$ cat src/rtl/simon_if.sv
// Game-side signal bundle for the Simon sequencer: start/seed and button
// inputs from the player side, highlight and status outputs from the sequencer.
interface simon_if;
    logic       start;
    logic [7:0] seed;
    logic       btn_valid;
    logic [1:0] btn_dir;
    logic       show_valid;
    logic [1:0] show_dir;
    logic [4:0] level;
    logic       busy;
    logic       win;
    logic       fail;

    modport master (
        output start, seed, btn_valid, btn_dir,
        input  show_valid, show_dir, level, busy, win, fail
    );

    modport slave (
        input  start, seed, btn_valid, btn_dir,
        output show_valid, show_dir, level, busy, win, fail
    );
endinterface

$ cat src/rtl/simon_sequencer.sv
// Simon memory game sequencer: grows a random direction sequence one step per
// round, replays it with timed highlight/gap phases, then checks player presses.
module simon_sequencer #(
    parameter int unsigned MAX_LEN     = 16,
    parameter int unsigned SHOW_CYCLES = 25000000,
    parameter int unsigned GAP_CYCLES  = 12500000
) (
    input logic   clock,
    input logic   reset_n,
    simon_if.slave game
);

    localparam int unsigned CntMax = (SHOW_CYCLES > GAP_CYCLES) ? SHOW_CYCLES : GAP_CYCLES;
    localparam int unsigned CntW   = $clog2(CntMax + 1);
    localparam int unsigned IdxW   = $clog2(MAX_LEN);
    localparam logic [CntW-1:0] ShowLast = CntW'(SHOW_CYCLES - 1);
    localparam logic [CntW-1:0] GapLast  = CntW'(GAP_CYCLES - 1);
    localparam logic [4:0]      MaxLevel = 5'(MAX_LEN);

    typedef enum logic [2:0] {
        StIdle, StAdd, StShowOn, StShowOff, StInput, StWin, StFail
    } state_e;

    state_e          state_q, state_d;
    logic [4:0]      level_q, level_d;
    logic [4:0]      idx_q, idx_d;
    logic [CntW-1:0] cnt_q, cnt_d;
    logic [7:0]      lfsr_q, lfsr_d;
    logic            mem_we;
    logic [1:0]      mem [MAX_LEN];
    logic [1:0]      cur_step;
    logic            last_step;

    assign cur_step  = mem[idx_q[IdxW-1:0]];
    assign last_step = (idx_q == level_q - 5'd1);

    // Next-state and register update decode.
    always_comb begin
        state_d = state_q;
        level_d = level_q;
        idx_d   = idx_q;
        cnt_d   = cnt_q;
        lfsr_d  = lfsr_q;
        mem_we  = 1'b0;
        unique case (state_q)
            StIdle, StWin, StFail: begin
                // start takes priority; btn_valid has no effect here
                if (game.start) begin
                    lfsr_d  = (game.seed == 8'h00) ? 8'hA5 : game.seed;
                    level_d = 5'd0;
                    idx_d   = 5'd0;
                    cnt_d   = '0;
                    state_d = StAdd;
                end
            end
            StAdd: begin
                mem_we  = 1'b1;
                level_d = level_q + 5'd1;
                lfsr_d  = {lfsr_q[6:0], lfsr_q[7] ^ lfsr_q[5] ^ lfsr_q[4] ^ lfsr_q[3]};
                idx_d   = 5'd0;
                cnt_d   = '0;
                state_d = StShowOn;
            end
            StShowOn: begin
                if (cnt_q == ShowLast) begin
                    cnt_d   = '0;
                    state_d = StShowOff;
                end else begin
                    cnt_d = cnt_q + 1'b1;
                end
            end
            StShowOff: begin
                if (cnt_q == GapLast) begin
                    cnt_d = '0;
                    if (last_step) begin
                        idx_d   = 5'd0;
                        state_d = StInput;
                    end else begin
                        idx_d   = idx_q + 5'd1;
                        state_d = StShowOn;
                    end
                end else begin
                    cnt_d = cnt_q + 1'b1;
                end
            end
            StInput: begin
                if (game.btn_valid) begin
                    if (game.btn_dir != cur_step) begin
                        state_d = StFail;
                    end else if (!last_step) begin
                        idx_d = idx_q + 5'd1;
                    end else if (level_q < MaxLevel) begin
                        state_d = StAdd;
                    end else begin
                        state_d = StWin;
                    end
                end
            end
            default: state_d = StIdle;
        endcase
    end

    // State and control registers with synchronous active-low reset.
    always_ff @(posedge clock) begin
        if (!reset_n) begin
            state_q <= StIdle;
            level_q <= 5'd0;
            idx_q   <= 5'd0;
            cnt_q   <= '0;
            lfsr_q  <= 8'h01;
        end else begin
            state_q <= state_d;
            level_q <= level_d;
            idx_q   <= idx_d;
            cnt_q   <= cnt_d;
            lfsr_q  <= lfsr_d;
        end
    end

    // Step storage; contents are meaningless until written by ADD.
    always_ff @(posedge clock) begin
        if (mem_we) begin
            mem[level_q[IdxW-1:0]] <= lfsr_q[1:0];
        end
    end

    // Moore output decode.
    always_comb begin
        game.show_valid = (state_q == StShowOn);
        game.show_dir   = (state_q == StShowOn) ? cur_step : 2'b00;
        game.level      = level_q;
        game.busy       = !(state_q inside {StIdle, StWin, StFail});
        game.win        = (state_q == StWin);
        game.fail       = (state_q == StFail);
    end

endmodule
$ cat src/flat_wrapper.sv
// flat-port wrapper written by rule: the top's interface ports become plain ports
module simon_sequencer_flat 
#(
    parameter int unsigned MAX_LEN     = 16,
    parameter int unsigned SHOW_CYCLES = 25000000,
    parameter int unsigned GAP_CYCLES  = 12500000
)
  (clock, reset_n, game_start, game_seed, game_btn_valid, game_btn_dir, game_show_valid, game_show_dir, game_level, game_busy, game_win, game_fail);
  simon_if game_i ();
  input logic clock;
  input logic reset_n;
  input wire logic [$bits(game_i.start)-1:0] game_start;
  input wire logic [$bits(game_i.seed)-1:0] game_seed;
  input wire logic [$bits(game_i.btn_valid)-1:0] game_btn_valid;
  input wire logic [$bits(game_i.btn_dir)-1:0] game_btn_dir;
  output wire logic [$bits(game_i.show_valid)-1:0] game_show_valid;
  output wire logic [$bits(game_i.show_dir)-1:0] game_show_dir;
  output wire logic [$bits(game_i.level)-1:0] game_level;
  output wire logic [$bits(game_i.busy)-1:0] game_busy;
  output wire logic [$bits(game_i.win)-1:0] game_win;
  output wire logic [$bits(game_i.fail)-1:0] game_fail;
  assign game_i.start = game_start;
  assign game_i.seed = game_seed;
  assign game_i.btn_valid = game_btn_valid;
  assign game_i.btn_dir = game_btn_dir;
  assign game_show_valid = game_i.show_valid;
  assign game_show_dir = game_i.show_dir;
  assign game_level = game_i.level;
  assign game_busy = game_i.busy;
  assign game_win = game_i.win;
  assign game_fail = game_i.fail;
  simon_sequencer #(.MAX_LEN(MAX_LEN), .SHOW_CYCLES(SHOW_CYCLES), .GAP_CYCLES(GAP_CYCLES)) u_core (.clock(clock), .reset_n(reset_n), .game(game_i));
endmodule
$ cat config.mk
export PLATFORM = sky130hd
export DESIGN_NAME = simon_sequencer_flat
export DESIGN_NICKNAME = d
export VERILOG_FILES = /design/src/rtl/simon_if.sv /design/src/rtl/simon_sequencer.sv /design/src/flat_wrapper.sv
export SDC_FILE = /design/constraint.sdc
export NUM_CORES = 1
export LEC_CHECK = 0
export ABC_AREA = 1
export BUFFER_PORTS_ARGS = -buffer_cell sky130_fd_sc_hd__buf_4
export CAP_MARGIN = 20
export CORE_MARGIN = 1.5
export CORE_UTILIZATION = 30
export CTS_CLUSTER_DIAMETER = 100
export DETAILED_ROUTE_END_ITERATION = 16
export HOLD_SLACK_MARGIN = 0.06
export PLACE_DENSITY = 0.48
export SLEW_MARGIN = 20
export SYNTH_ARGS = -nofsm -noshare
export SYNTH_HDL_FRONTEND = slang
export SYNTH_SLANG_ARGS = --single-unit
$ cat constraint.sdc
create_clock -name clock -period 3.7 [get_ports clock]
set_input_delay 0.185 -clock clock [delete_from_list [all_inputs] [get_ports clock]]
set_output_delay 0.185 -clock clock [all_outputs]
set_load 0.02 [all_outputs]
## Yosys cells after proc, flatten, opt, wreduce, memory -nomap -nowiden

Memory sizes are Yosys's and may differ from the RTL's. A register that Yosys moved wholly into a read port is not among the register bits.
Cells that the tools add are included.

- Bits in registers: 46
- Logic and storage cells: 73
- Memories: 1
- Bits in writable memories: 32
- Output and inout bits: 11
- Input bits: 14

Memory list:

| name | depth | bits a word | rd ports | clocked after memory_dff | write ports | line | source |
|---|---|---|---|---|---|---|---|
| u_core.mem | 16 | 2 | 1 | 1 | 1 | simon_sequencer.sv:30 | `logic [1:0] mem [MAX_LEN];` |

- Multiplexer cells: 30
- Bitwise gates (word level): 3
- $lt $le $gt $ge: 1
- Add/subtract/negate cells: 4
- Reduce and logical (&&, ||, !) cells: 12
- Eq/ne operators: 17

Operators with widths:

| cell | number |
|---|---|
| $pmux W25 S4 | 1 |
| $mux W25 | 3 |
| $mux W5 | 6 |
| $add A25 B1 Y25 const B | 1 |
| $eq A25 B24 Y1 const B | 1 |
| $eq A25 B25 Y1 const B | 1 |
| $mux W3 | 8 |
| $pmux W5 S4 | 1 |
| $mux W8 | 2 |
| $pmux W8 S2 | 1 |
| $pmux W3 S5 | 1 |
| $add A5 B1 Y5 const B | 2 |
| $pmux W5 S2 | 1 |
| $eq A3 B3 Y1 const B | 3 |
| $logic_not A8 Y1 | 1 |
| $mux W4 | 2 |
| $ne A2 B2 Y1 const B | 4 |
| $reduce_bool A4 Y1 | 2 |
| $eq A3 B2 Y1 const B | 2 |
| $reduce_and A6 Y1 | 1 |
| $eq A5 B5 Y1 | 1 |
| $lt A5 B5 Y1 const B | 1 |
| $reduce_and A5 Y1 | 1 |
| $sub A5 B1 Y5 const B | 1 |
| other kinds (13) | 19 |

## Longest topological paths before layout

- Depth in word-level cells: 8
- Mapped depth: 18
- Depth with buffers taken out: 17

## Worst setup path after synthesis

OpenSTA, ideal clock, no wires.

- Path kind: reg2reg
- Start point: register u_core.level_q[0] (netlist: u_core.game.level[0])
- End point: register with a tool-made name
- Library setup time: 0.116 ns
- Data required time: 3.584 ns
- Period minus slack after synthesis: 2.044 ns
- Path buffers: 0
- Slack: 1.656 ns
- Arrival: 1.928 ns
- Stages on the path, launching flop included: 14
- Cells stage by stage: dfxtp_1 inv_1 ha_1 xnor2_1 a21oi_1 o21ai_0 nor2_1 nand2_1 nor2_1 nor2_1 nand2_2 inv_2 nor2_1 nor2_1

RTL lines:

| what | line | source |
|---|---|---|
| start, declared | simon_sequencer.sv:25 | `logic [4:0] level_q, level_d;` |
| start signal, assigned | simon_sequencer.sv:113 | `level_q <= level_d;` |

==> key figures <==
Timing
  – Final setup vio count: 0
  – Final period util: 0.630
  – Slew HR: 0.570
  – Setup_tns: 0 ns
  – Least-Margin Pin Slew: 0.644 ns
  – Final hold vios: 0
  – Clock Skews: 0.00680 ns
  – Final min period: 2.33 ns
  – RSZ-0062 raised after global routing: false
  – Max-slew violations: 0
  – Fmax: 429 MHz

Flow run
  – MaxCap Viol Count: 0

Clock tree
  – Post-cts gate resize count: 0
  – Clk buf depth: 2
  – Post-CTS Setup Bufs: 0
  – H-tree depth: 3
  – CTS clock-pin slew for the worst setup and hold paths: 0.07 ns
  – CTS tree: yes
  – CTS Buf Count: 9
  – CTS Sinks: 82
  – Hold buffer count at cts: 0
  – Worst-Skew Late Latency: about 0.34 ns
  – Root Driver: clkbuf_16

Layout
  – Most frequent cells in the layout: nand2_1 (163), inv_1 (88), nor2_1 (63)
  – Design Area, Final: 5010 um^2
  – Syn-to-layout area delta: 14.5%
  – Final net count: 641
  – Fraction of layout cells with a size suffix above 1: 0.0911
  – Ant. Diodes: 0
  – Commonest non-fill, non-tap cell in the layout: nand2_1
  – Core Util, Final: 0.357

Power and ir drop
  – PD cells: 623 nW/um^2
  – Worst vdd ir: 0.212 mV
  – Final Power: 3.12 mW
  – Leak Pwr: 2.05 nW

Setup path
  – Worst path required time: 3.91 ns
  – Arr. time, crit path: 2.55 ns
  – Worst setup SP type: register
  – CP cell instances: inv_1, ha_1, xnor2_1, a21oi_1, o21ai_0, nor2_1, nand2_1, nand2_1, nand2_1, and3b_1, nand2_1, a21oi_1
  – Crit end category: register
  – Worst path slowest cell: dfxtp_1
  – Crit path kind: register to register
  – Max FO, Critical Path: 9
  – Cell repeated most along the worst path: nand2_1
  – Critical path's largest stage delay: 0.53 ns

Yosys
  – Post-Syn Area: between 4000 and 5000 um^2
  – Area share of the largest cell type after synthesis: 0.229
  – Yosys top cell by area: dfxtp_1
  – Synth Register Bits: between 80 and 90
  – Mapped Cells: around 600
  – Area contributors post-synth: dfxtp_1 (23%), edfxtp_1 (22%), nand2_1 (14%)
  – Main flop type after synthesis: dfxtp_1
  – Syn Area/Cell: 7.35 um^2
  – Synth unique cells: 40
  – Syn_nets: 615
  – Synthesis warning total: 0
  – Post-synth EDFFs: 32
  – Post-synth ARST share: 0
  – Register area share after synthesis: 0.449

Global routing
  – Initial antenna violation count: 0
  – Largest net degree at the start of global routing: 19
  – Global-route wire length before repair: 18000 um
  – GRT overflow: 0
  – Vias in the first global route: ~3700
  – GRT Resource Usage Total: 0.154

Floorplanning
  – Core area: 14000 um^2
  – I/O pins: 25
  – Initial Util: 0.311
  – Cell row count: 43
  – Die height: approximately 120 um
  – Die footprint: 15300 um^2
  – Die X: 124 um

Detailed routing
  – Drt pass-1 iters: 5
  – Via count: 3823
  – 1st-iter DRT viols: 310
  – Routed len/inst: around 13 um
  – # DRC: 0
  – DRT Wirelength: 10700 um
  – Post-route ant nets: 0
  – Via density: approximately 4.7

Place
  – Detail Placement HPWL: 8230 um
  – Dpl cell area: 4730 um^2
  – Gpl congestion: 0.837
  – I/O Buffers: 24

Run status
  – Outcome: finished, final reports clean

Worst hold path
  – Hold Crit Class: input port to register
-- final cells by class --
cell class	count	area (um^2)
Sequential cell	82	1960
Timing Repair Buffer	26	195
Clock inverter	6	47.5
Tap cell	180	225
Inverter	93	349
Fill cell	1477	9040
Clock buffer	10	229
Multi-Input combinational cell	409	2000
-- power by group --
group          total, mW  internal, mW  leakage, nW  switching [mW]
Combinational       1.05         0.342         1.23           0.704
Clock              0.840         0.462        0.130           0.378
Sequential          1.23          1.07        0.694           0.162
-- worst max-delay path, delay by kind of cell, from the launching register on --
family | cells | cell delay (ns)
adder cells (fa/ha/maj) | 1 | 0.36
buffers and inverters | 1 | 0.15
XOR/XNOR | 1 | 0.14
flip-flops | 1 | 0.53
AND/OR/NAND/NOR | 6 | 0.73
AO/OA/AOI/OAI | 3 | 0.30
-- routing by layer --
metal | wire length (um) | part of all wire | GRT usage | vias up
li1 | - | - | - | 1979
met3 | 465 | 0.043 | 0.0334 | 11
met5 | 0 | 0 | 0 | -
met1 | 5070 | 0.47 | 0.205 | 1761
met2 | 5070 | 0.47 | 0.250 | 72
met4 | 139 | 0.013 | 0.0460 | 0
-- cell usage after synthesis, types with 2 or more instances --
cell type and number:
nand2_1 163, inv_1 88, nor2_1 63, nand3_1 53, dfxtp_1 50, edfxtp_1 32, a21oi_1 23, nor3_1 19
o21ai_0 18, nand4_1 11, xor2_1 8, xnor2_1 7, ha_1 6, nor4_1 6, a31oi_1 5, clkbuf_1 4
buf_2 3, buf_4 3, inv_2 3, nor2_2 3, a211oi_1 2, and3b_1 2, clkinv_1 2, nand2_2 2
nor3b_1 2, o211ai_1 2, o21ai_1 2
-- sequential cells by signal, indices dropped and copies added, names as in the netlist, named ones only --
register and count:
u_core.game.level 5, u_core.idx_q 5, u_core.cnt_q 25, u_core.lfsr_q 8, u_core.state_q 3, u_core.mem 32
-- final timing paths --
kind         slack (ns)  cells past startpoint          endpoint                  from
min reg2reg        0.48                      2  u_core.lfsr_q[6]      u_core.lfsr_q[6]
min                0.14                      2  u_core.lfsr_q[0]               reset_n
max                1.37                     12          register  u_core.game.level[0]
max reg2reg        1.37                     12          register  u_core.game.level[0]
-- logic make-up after synthesis --
| logic type | synth area share |
|---|---|
| flip-flops | 0.449 |
| XOR/XNOR | 0.0300 |
| AND/OR/NAND/NOR | 0.338 |
| buffers and inverters | 0.0944 |
| adder cells (fa/ha/maj) | 0.0172 |
| AO/OA/AOI/OAI | 0.0715 |
-- through the flow --
stage	std cells	hold WS, ns	worst slack (ns)
floorplan	595	0.352	1.66
global placement	790	0.458	1.40
detailed placement	790	0.475	1.37
CTS	806	0.126	1.36
global route	806	0.147	1.15
finish	806	0.136	1.37
Note: power is estimated with default switching activity, not from simulation.
